[src/rtl/demux_lanes_param_if.sv]
// Bus bundle for the lane demultiplexer: serial input side and parallel group output side.
interface demux_lanes_param_if #(
    parameter int DATA_W = 8,
    parameter int LANES  = 4
);
    logic [DATA_W-1:0]       in_data;
    logic                    in_valid;
    logic                    in_sop;
    logic [LANES*DATA_W-1:0] out_data;
    logic [LANES-1:0]        out_lane_valid;
    logic                    out_strobe;
    logic                    err_partial;

    // Producer of serial words / consumer of presented groups.
    modport master (
        output in_data, in_valid, in_sop,
        input  out_data, out_lane_valid, out_strobe, err_partial
    );

    // The demultiplexer itself.
    modport slave (
        input  in_data, in_valid, in_sop,
        output out_data, out_lane_valid, out_strobe, err_partial
    );
endinterface

[src/rtl/demux_lanes_param.sv]
// Serial-to-parallel lane demultiplexer: consecutive valid words fill lanes 0..LANES-1
// round-robin; a completed (or flushed partial) group is presented with a one-cycle strobe.
module demux_lanes_param #(
    parameter int DATA_W       = 8,
    parameter int LANES        = 4,
    parameter bit DROP_PARTIAL = 1'b0
) (
    input logic               clk,
    input logic               reset_L,
    demux_lanes_param_if.slave bus
);
    localparam int CNT_W = (LANES > 1) ? $clog2(LANES) : 1;
    localparam logic [CNT_W-1:0] LAST = CNT_W'(LANES - 1);

    logic [CNT_W-1:0]        cnt;
    logic [LANES*DATA_W-1:0] stage_data;
    logic [LANES-1:0]        stage_mask;
    logic [LANES*DATA_W-1:0] stage_ins;
    logic [LANES*DATA_W-1:0] stage_flush;
    logic [LANES*DATA_W-1:0] out_data_q;
    logic [LANES-1:0]        out_lane_valid_q;
    logic                    out_strobe_q;
    logic                    err_partial_q;

    // Staging with the incoming word inserted at the current lane, and the masked partial view
    // (unfilled lanes forced to zero so stale words never leak into a flushed group).
    always_comb begin
        stage_ins   = stage_data;
        stage_flush = '0;
        for (int unsigned k = 0; k < LANES; k++) begin
            if (cnt == CNT_W'(k)) begin
                stage_ins[k*DATA_W +: DATA_W] = bus.in_data;
            end
            if (stage_mask[k]) begin
                stage_flush[k*DATA_W +: DATA_W] = stage_data[k*DATA_W +: DATA_W];
            end
        end
    end

    // Lane counter, staging capture and group presentation.
    always_ff @(posedge clk or negedge reset_L) begin
        if (!reset_L) begin
            cnt              <= '0;
            stage_data       <= '0;
            stage_mask       <= '0;
            out_data_q       <= '0;
            out_lane_valid_q <= '0;
            out_strobe_q     <= 1'b0;
            err_partial_q    <= 1'b0;
        end else begin
            out_strobe_q  <= 1'b0;
            err_partial_q <= 1'b0;
            if (bus.in_valid) begin
                if (bus.in_sop && cnt != '0) begin
                    // Early realign: close out the partial group, sop word restarts at lane 0.
                    err_partial_q <= 1'b1;
                    if (!DROP_PARTIAL) begin
                        out_data_q       <= stage_flush;
                        out_lane_valid_q <= stage_mask;
                        out_strobe_q     <= 1'b1;
                    end
                    stage_data[DATA_W-1:0] <= bus.in_data;
                    stage_mask             <= LANES'(1);
                    cnt                    <= CNT_W'(1);
                end else if (cnt == LAST) begin
                    out_data_q       <= stage_ins;
                    out_lane_valid_q <= '1;
                    out_strobe_q     <= 1'b1;
                    stage_data       <= stage_ins;
                    stage_mask       <= '0;
                    cnt              <= '0;
                end else begin
                    stage_data <= stage_ins;
                    stage_mask <= stage_mask | (LANES'(1) << cnt);
                    cnt        <= cnt + CNT_W'(1);
                end
            end
        end
    end

    assign bus.out_data       = out_data_q;
    assign bus.out_lane_valid = out_lane_valid_q;
    assign bus.out_strobe     = out_strobe_q;
    assign bus.err_partial    = err_partial_q;
endmodule

[src/flat_wrapper.sv]
// flat-port wrapper written by rule: the top's interface ports become plain ports
module demux_lanes_param_flat 
#(
    parameter int DATA_W       = 8,
    parameter int LANES        = 4,
    parameter bit DROP_PARTIAL = 1'b0
)
  (clk, reset_L, bus_in_data, bus_in_valid, bus_in_sop, bus_out_data, bus_out_lane_valid, bus_out_strobe, bus_err_partial);
  demux_lanes_param_if #(.DATA_W(DATA_W), .LANES(LANES)) bus_i ();
  input logic clk;
  input logic reset_L;
  input wire logic [$bits(bus_i.in_data)-1:0] bus_in_data;
  input wire logic [$bits(bus_i.in_valid)-1:0] bus_in_valid;
  input wire logic [$bits(bus_i.in_sop)-1:0] bus_in_sop;
  output wire logic [$bits(bus_i.out_data)-1:0] bus_out_data;
  output wire logic [$bits(bus_i.out_lane_valid)-1:0] bus_out_lane_valid;
  output wire logic [$bits(bus_i.out_strobe)-1:0] bus_out_strobe;
  output wire logic [$bits(bus_i.err_partial)-1:0] bus_err_partial;
  assign bus_i.in_data = bus_in_data;
  assign bus_i.in_valid = bus_in_valid;
  assign bus_i.in_sop = bus_in_sop;
  assign bus_out_data = bus_i.out_data;
  assign bus_out_lane_valid = bus_i.out_lane_valid;
  assign bus_out_strobe = bus_i.out_strobe;
  assign bus_err_partial = bus_i.err_partial;
  demux_lanes_param #(.DATA_W(DATA_W), .LANES(LANES), .DROP_PARTIAL(DROP_PARTIAL)) u_core (.clk(clk), .reset_L(reset_L), .bus(bus_i));
endmodule
[config.mk]
export PLATFORM = sky130hd
export DESIGN_NAME = demux_lanes_param_flat
export DESIGN_NICKNAME = d
export VERILOG_FILES = /design/src/rtl/demux_lanes_param_if.sv /design/src/rtl/demux_lanes_param.sv /design/src/flat_wrapper.sv
export SDC_FILE = /design/constraint.sdc
export NUM_CORES = 1
export LEC_CHECK = 0
export ABC_CLOCK_PERIOD_IN_PS = 2100
export CAP_MARGIN = 20
export CORE_MARGIN = 5
export CORE_UTILIZATION = 35
export CTS_CLUSTER_DIAMETER = 150
export DETAILED_ROUTE_END_ITERATION = 6
export SLEW_MARGIN = 20
export SYNTH_ARGS = -nofsm -noshare
export SYNTH_HDL_FRONTEND = slang
export SYNTH_SLANG_ARGS = --single-unit
[constraint.sdc]
create_clock -name clk -period 2.1 [get_ports clk]
set_input_delay 0.42 -clock clk [delete_from_list [all_inputs] [get_ports clk]]
set_output_delay 0.42 -clock clk [all_outputs]
set_load 0.05 [all_outputs]
# Word-level counts from Yosys, hierarchy flattened
# Index checks and enable logic that the tools add are counted.
# Widths: inputs -> output; s select.
dict set report classes {
  n_bitwise 2
  eq_ne 3
  n_reduce_logical 6
  addsub 1
  shift 1
  muxes 22
}
# op n
set ops {}
lappend ops {{$mux 8} 9}
lappend ops {{$mux 32} 2}
lappend ops {{$mux 4} 4}
lappend ops {{$mux 1} 5}
lappend ops {{$eq 2x2->1 const B} 2}
lappend ops {{$mux 2} 2}
lappend ops {{$or 4x4->4} 1}
lappend ops {{$reduce_and 2->1} 2}
lappend ops {{$reduce_bool 2->1} 2}
lappend ops {{$shl 1x2->4 const A} 1}
lappend ops {{$add 2x1->2 const B} 1}
lappend ops {{$eq 2x1->1 const B} 1}
lappend ops {{$logic_not 2->1} 1}
lappend ops {{$logic_and 1x1->1} 1}
lappend ops {{$not 1->1} 1}
dict set report word_totals {
  word_cells 43
  output_inout_bits 38
  regBits 76
  inputBits 12
}

# Logic depth before layout (Yosys ltp)
# Gate-level depths: netlist of run 1.
dict set report depth {
  word_depth 4
  ltp_mapped 9
  mapped_depth_nobuf 6
}

# Least setup slack after synthesis of run 1
# Ideal clock, no wire load.
dict set report synth_timing {
  kind {flip-flop to flip-flop}
  startpoint {register u_core.cnt[0]}
  endpoint {register u_core.stage_data[10]}
  required_ns 1.975
  arrival_ns 1.785
  setup_time_ns 0.125
  slack_ns 0.190
  n_path_buf 3
  stages_incl_launch_ff 10
  period_less_slack_ns 1.910
  cell_sequence {dfrtp_1 inv_1 ha_1 buf_4 nand2b_1 buf_6 and2_4 buf_12 nand2_8 mux2_4}
}
dict set report synth_between {
  elab_chain_cells 4
  elab_cells_between_ends 6
  classes_between {eq/ne (1); mux (1); bitwise (1); reduce/logical (3)}
}
# item line_no
set synth_rtl {}
lappend synth_rtl {{start, declared} demux_lanes_param.sv:15} ;# logic [CNT_W-1:0] cnt;
lappend synth_rtl {{start signal, assigned} demux_lanes_param.sv:75} ;# cnt <= cnt + CNT_W'(1);
lappend synth_rtl {{$reduce_bool 2->1} demux_lanes_param.sv:54} ;# if (bus.in_sop && cnt != '0) begin
lappend synth_rtl {{$logic_and 1x1->1} demux_lanes_param.sv:54}
lappend synth_rtl {{$not 1->1 (no line)} -}
lappend synth_rtl {{$reduce_and 2->1 (no line)} -}
lappend synth_rtl {{end signal, assigned by index} demux_lanes_param.sv:62} ;# stage_data[DATA_W-1:0] <= bus.in_data;
lappend synth_rtl {{end signal, assigned} demux_lanes_param.sv:69} ;# stage_data <= stage_ins;
lappend synth_rtl {{end signal, assigned} demux_lanes_param.sv:73} ;# stage_data <= stage_ins;
lappend synth_rtl {{end, declared} demux_lanes_param.sv:16} ;# logic [LANES*DATA_W-1:0] stage_data;
# Several ways; a longest one is shown, not always the timed one.
# A chain may end at the register's enable or synchronous reset.

# Worst setup path in the final report of run 1
dict set report layout_timing {
  startpoint {register u_core.out_data_q[14], in the netlist u_core.bus.out_data[14]}
  endpoint {output bus_out_data[14]}
}
# item line_no
set layout_lines {}
lappend layout_lines {{start, declared} demux_lanes_param.sv:20} ;# logic [LANES*DATA_W-1:0] out_data_q;
lappend layout_lines {{start signal, assigned} demux_lanes_param.sv:58} ;# out_data_q <= stage_flush;
lappend layout_lines {{start signal, assigned} demux_lanes_param.sv:66} ;# out_data_q <= stage_ins;
lappend layout_lines {{end, declared} flat_wrapper.sv:15} ;# output wire logic [$bits(bus_i.out_data)-1:0] bus_out_data;
# No word-level cell between the ends.

==> flow_summary.json, run 1 <==
{
  "outcome": "finished, final reports clean",
  "r2r_end": "u_core.bus.out_data[12]",
  "synth_cells": 267,
  "first_iter_violations": 161,
  "finalWorstSetupSlack_ps": 159.3,
  "cp-end-kind": "primary output",
  "fillers": 880,
  "crit_chain": "clkdlybuf4s50_1",
  "async_flop_share": 1.000,
  "clock.fmax_mhz": 515.3,
  "ys_ff_latch": 76,
  "fin_util": 0.4565,
  "finalHoldViolations": 0,
  "cts_root_buffer": "clkbuf_8",
  "cts_buffers": 9,
  "port_buffers": 49,
  "start_util": 0.3592,
  "grt_pass1_vias": 2297,
  "hold_class": "primary input to asynchronous set/reset pin",
  "dr_total_vias": 2269,
  "crit_fanout": 2,
  "synthXorXnorAreaFrac": 0,
  "yosys.area.top_type_share": 0.5704,
  "drive_above_1_share": 0.2086,
  "crit_slowest_cell": "clkdlybuf4s50_1",
  "yosys.area.top_type": "dfrtp_1",
  "layout_commonest_cell": "dfrtp_1",
  "syn_avg_cell_area_um2": 12.49,
  "min_period_over_period": 0.9241,
  "layout_common_cells": "dfrtp_1, clkdlybuf4s50_1, nor2_1",
  "start_kind": "register",
  "rsz0062_at_grt": "no",
  "synth_top_family_by_area": "compound AO/OA/AOI/OAI gates",
  "slowest_delay_ps": 810,
  "synthAdderAreaFrac": 0.01501,
  "fin_area_um2": 4238,
  "synth_cell_type_count": 32,
  "syn_area_um2": 3334,
  "drc": 0,
  "combPwrFrac": 0.506,
  "p_leak_nw": 1.852,
  "p_int_mw": 4.536,
  "cts.sinks": 76,
  "regToRegStartpoint": "u_core.cnt[1]",
  "synth_flop_cell": "dfrtp_1",
  "synthMuxAreaShare": 0.1351,
  "peakVddDrop_uv": 819.8,
  "cpLargestDelayFamily": "buffers and inverters",
  "pwr-share-clk": 0.171,
  "placed_area_um2": 4000,
  "htreeDepth": 3,
  "syn2layout_area_growth_pct": 27.09,
  "grt.overflow.total": 0,
  "period_needed_ps": 1941,
  "antenna_found_initial": 0,
  "num_io_pins": 50,
  "place_worst_setup_slack_ps": 65.39,
  "cts_tree": "yes",
  "synth-compound-area-share": 0.1583,
  "arrival_ps": 1520,
  "synthSimpleGateAreaFrac": 0.08405,
  "slew_headroom": 0.6428,
  "clock_latency_ps": 340,
  "nNetsFinal": 338,
  "pwr-share-seq": 0.323,
  "gp_congestion": 0.7393,
  "core_area_um2": 9284,
  "netlist_top_cells_area": "dfrtp_1, mux2_4, a22oi_1",
  "tightest_slew_ps": 534.1,
  "setup_viol": 0,
  "power.switching_mw": 3.286,
  "fin_skew_ps": 5.454,
  "swShare": 0.4202,
  "clk_pin_slew_ps": 80,
  "crit_required_ps": 1680,
  "critical_path_class": "register to primary output",
  "antennaDiodeCount": 0,
  "r2r_cells": 6,
  "vias_per_cell": 4.987,
  "ys_warn_count": 0,
  "postRouteAntennaNets": 0,
  "grt_use_total": 0.1380,
  "crit_buf_inv": 1,
  "syn_nets": 283,
  "clockBufferDepth": 2,
  "finalSetupTns_ps": 0,
  "drv_cap": 0,
  "die_area_um2": 11580,
  "grt_pass1_wl_mm": 12.38,
  "rows": 35,
  "die_x_um": 107.6,
  "grt_start_max_net_pins": 44,
  "fp.dieH_um": 107.6,
  "post_drt_wl_per_cell_um": 16.63,
  "drtPass1Iterations": 4,
  "powerDensity_nw_per_um2": 1846,
  "reg2reg_slack_ps": 160,
  "post-dp-hpwl_mm": 5.027,
  "slew_viol_final": 0,
  "drt-total-wl_mm": 7.566,
  "hold_buffers": 0,
  "synth_seq_area_share": 0.5704,
  "synth_edf_count": 0
}
-- worst reg2reg max path, cell delays in order (launching register included) --
cell,delay (ps)
dfrtp_1,430
inv_1,130
ha_1,170
nand2b_1,280
and2_0,480
a22oi_1,180
a21oi_1,190
-- layout make-up --
cell class	count	area, um2	area share
Sequential cell	76	1902	0.4488
Clock inverter	5	100.1	0.02362
Tap cell	129	161.4	0.03809
Multi-Input combinational cell	170	1310	0.3091
Timing Repair Buffer	60	608.1	0.1435
Inverter	5	18.77	0.004429
Clock buffer	10	137.6	0.03248
-- routing by layer --
metal	part of all wire	vias to the layer above	GRT usage
met1	0.48	1156	0.1927
met4	0.012	0	0.03517
li1	-	1061	-
met5	0	-	0
met3	0.044	5	0.04199
met2	0.46	47	0.2091
-- how the worst max path moves through the flow --
stage / startpoint / endpoint / cells after the start / slack (ps)
after floorplan: u_core.cnt[0] / u_core.stage_data[10] / 9 / 190
after global placement: bus_in_sop / u_core.bus.out_data[29] / 6 / 100
after detailed placement: bus_in_sop / u_core.bus.out_data[28] / 6 / 70
after CTS: u_core.bus.out_data[10] / bus_out_data[10] / 1 / 120
after global routing: u_core.cnt[1] / u_core.bus.out_data[10] / 6 / 4
final: u_core.bus.out_data[14] / bus_out_data[14] / 1 / 160
-- cells in the mapped netlist (all sizes together) (4+ instances only) --
library cell / number
and2: 4
dfrtp: 76
o21ai: 8
inv: 5
ha: 4
clkbuf: 5
a21oi: 35
nor2: 34
nand2: 6
a22oi: 31
buf: 11
mux2: 32
-- timing repair --
action,4_1_cts,5_1_grt
gates resized for setup,0,2
buffers inserted,0,0
endpoints found under the hold margin,0,0
setup endpoints to repair,0,5
-- state kept, by name, indices dropped and copies added, names as in the netlist --
signal and flops:
u_core.cnt 2, u_core.stage_mask 4, u_core.bus.err_partial 1, u_core.bus.out_strobe 1, u_core.bus.out_data 32, u_core.bus.out_lane_valid 4
u_core.stage_data 32
-- cell families (layout without fill, tap and decap cells) --
| logic type | after synthesis | after routing |
|---|---|---|
| adder cells (fa/ha/maj) | 4 | 4 |
| AO/OA/AOI/OAI | 82 | 82 |
| AND/OR/NAND/NOR | 52 | 52 |
| flip-flops | 76 | 76 |
| buffers and inverters | 21 | 80 |
| multiplexers | 32 | 32 |
-- per-stage QoR --
| step | power (mW) | instances | hold slack, ps |
|---|---|---|---|
| final | 7.822 | 455 | 26.24 |
| after global routing | 8.278 | 455 | 42.17 |
| after CTS | 7.913 | 455 | 18.79 |
| after detailed placement | 6.536 | 440 | 405.9 |
| after global placement | 6.462 | 440 | 395.2 |
| after floorplan | 5.307 | 267 | 124.4 |
-- power groups by stage --
stage          clock (mW)  sequential [mW]  combinational [mW]
2_1_floorplan           0             3.76                1.55
3_3_place_gp            0             2.53                3.93
3_5_place_dp            0             2.55                3.99
4_1_cts              1.38             2.53                4.00
5_1_grt              1.42             2.62                4.24
6_report             1.33             2.53                3.96
(Power assumes the default switching activity.)
==> run 2: changes to the inputs <==
--- a/config.mk
+++ b/config.mk
@@ -5,13 +5,13 @@
 export SDC_FILE = /design/constraint.sdc
 export NUM_CORES = 1
 export LEC_CHECK = 0
-export ABC_CLOCK_PERIOD_IN_PS = 2100
+export ABC_CLOCK_PERIOD_IN_PS = 1740
 export CAP_MARGIN = 20
 export CORE_MARGIN = 5
 export CORE_UTILIZATION = 35
 export CTS_CLUSTER_DIAMETER = 150
 export DETAILED_ROUTE_END_ITERATION = 6
-export SLEW_MARGIN = 20
+export SLEW_MARGIN = 5
 export SYNTH_ARGS = -nofsm -noshare
 export SYNTH_HDL_FRONTEND = slang
 export SYNTH_SLANG_ARGS = --single-unit
==> constraint.sdc (replaced) <==
create_clock -name clk -period 1.74 [get_ports clk]
set_input_delay 0.348 -clock clk [delete_from_list [all_inputs] [get_ports clk]]
set_output_delay 0.348 -clock clk [all_outputs]
set_load 0.05 [all_outputs]
==> run 2 against run 1 <==
Effect of this change: die area unchanged; combinational power increased by 20%; setup slack got worse by 75 ps; clock power decreased by 9.8%; critical endpoint is now u_core.stage_data[10]; largest power group unchanged; highest routed layer unchanged.
==> flow_summary.json, run 2 (same netlist as run 1, synthesis figures left out) <==
{
  "outcome": "finished, final reports clean",
  "port_buffers": 49,
  "clock.fmax_mhz": 603.9,
  "whs_ps": 18.35,
  "cts.sinks": 76,
  "post_drt_wl_per_cell_um": 15.82,
  "clock_latency_ps": 340,
  "drtPass1Iterations": 4,
  "crit_slowest_cell": "dfrtp_1",
  "fin_skew_ps": 9.138,
  "grt_pass1_vias": 2353,
  "drt-total-wl_mm": 7.387,
  "peakVddDrop_uv": 900.9,
  "start_util": 0.3592,
  "layout_common_cells": "dfrtp_1, buf_4, nor2_1",
  "grt_start_max_net_pins": 77,
  "finalHoldViolations": 0,
  "drc": 0,
  "num_io_pins": 50,
  "core_area_um2": 9284,
  "cts_resized": 0,
  "critical_path_class": "register to register",
  "cts_buffers": 9,
  "cts_tree": "yes",
  "arrival_ps": 1880,
  "postRouteAntennaNets": 0,
  "hold_buffers": 0,
  "period_needed_ps": 1656,
  "seqCellArea_um2": 1902,
  "syn2layout_area_growth_pct": 25.52,
  "fp.dieH_um": 107.6,
  "antenna_found_initial": 0,
  "clk_pin_slew_ps": 80,
  "vias_per_cell": 4.850,
  "fillers": 914,
  "nNetsFinal": 350,
  "post-dp-hpwl_mm": 4.949,
  "slowest_delay_ps": 380,
  "grt.overflow.total": 0,
  "p_leak_nw": 1.918,
  "setup_viol": 0,
  "crit_chain": "inv_2 -> ha_4 -> nand2b_4 -> and2_4 -> nand2_8 -> mux2_4",
  "antennaDiodeCount": 0,
  "rsz0062_at_grt": "no",
  "first_iter_violations": 108,
  "crit_fanout": 8,
  "crit_required_ps": 1960,
  "gp_congestion": 0.7523,
  "hold_class": "primary input to asynchronous set/reset pin",
  "powerDensity_nw_per_um2": 2154,
  "finalSetupTns_ps": 0,
  "min_period_over_period": 0.9517,
  "start_kind": "register",
  "drv_cap": 0,
  "dr_total_vias": 2265,
  "grt_use_total": 0.1375,
  "layout_commonest_cell": "dfrtp_1",
  "die_area_um2": 11580,
  "multi_input_area_um2": 1331,
  "slew_headroom": 0.6925,
  "tightest_slew_ps": 459.8,
  "die_x_um": 107.6,
  "cts_root_buffer": "clkbuf_8",
  "clockBufferDepth": 2,
  "htreeDepth": 3,
  "drive_above_1_share": 0.3580,
  "cp-end-kind": "register",
  "fin_util": 0.4508,
  "grt_pass1_wl_mm": 12.20,
  "rows": 35,
  "post-cts-setup-buffers": 0,
  "slew_viol_final": 0
}
==> run 2: changes by cell type in the layout (fill, tap and decap cells not counted), moves of 2 or more <==
cell | before | now
buf_4 | 9 | 59
clkbuf_1 | 0 | 2
inv_1 | 5 | 3
inv_2 | 0 | 2
bufinv_16 | 3 | 0
clkdlybuf4s50_1 | 48 | 10
==> run 2: where the power goes <==
part	switching, mW	leakage [nW]	internal (mW)
combinational	2.89	0.938	1.88
sequential	0.461	0.891	2.59
clock	0.610	0.0893	0.585
==> run 2: per-stage QoR <==
step | instance area, um2 | setup WS, ps | instances | total power [mW]
after floorplan | 3358 | -57.66 | 267 | 6.447
after global placement | 4015 | -140.0 | 452 | 7.822
after detailed placement | 4015 | -215.6 | 452 | 7.891
after CTS | 4184 | 26.35 | 467 | 9.125
after global routing | 4185 | 2.761 | 467 | 9.603
final | 4185 | 84.04 | 467 | 9.017
==> run 2: path summary, 6_finish.rpt <==
check | slack [ps] | depth (start not counted) | to | from
worst min-delay path | 20 | 2 | u_core.bus.out_data[1] | reset_L
worst min register to register | 510 | 1 | u_core.stage_data[7] | u_core.stage_data[7]
worst max-delay path | 80 | 6 | u_core.stage_data[10] | u_core.cnt[0]
max in group asynchronous | 1410 | 2 | u_core.bus.out_data[23] | reset_L
worst max register to register | 80 | 6 | u_core.stage_data[10] | u_core.cnt[0]
min in group clk | 510 | 1 | u_core.stage_data[7] | u_core.stage_data[7]
==> run 2: per-layer routing <==
| metal | GRT usage | part of all wire | up-vias |
|---|---|---|---|
| li1 | - | - | 1086 |
| met1 | 0.1843 | 0.48 | 1124 |
| met2 | 0.2114 | 0.46 | 46 |
| met3 | 0.03059 | 0.044 | 9 |
| met4 | 0.06402 | 0.018 | 0 |
| met5 | 0 | 0 | - |
==> run 2: cell type report <==
type / count / share of cell area
Clock inverter: 2 / 0.002392
Clock buffer: 13 / 0.03797
Sequential cell: 76 / 0.4544
Timing Repair Buffer: 72 / 0.1441
Tap cell: 129 / 0.03857
Multi-Input combinational cell: 170 / 0.3181
Inverter: 5 / 0.004484
==> run 2: worst max-delay path: cells and delay by family, from the launching register on <==
| kind | cells | cell delay (ps) |
|---|---|---|
| and+or+nand+nor | 3 | 560 |
| buffers and inverters | 1 | 100 |
| adders and majority gates | 1 | 180 |
| muxes | 1 | 310 |
| DFF | 1 | 380 |
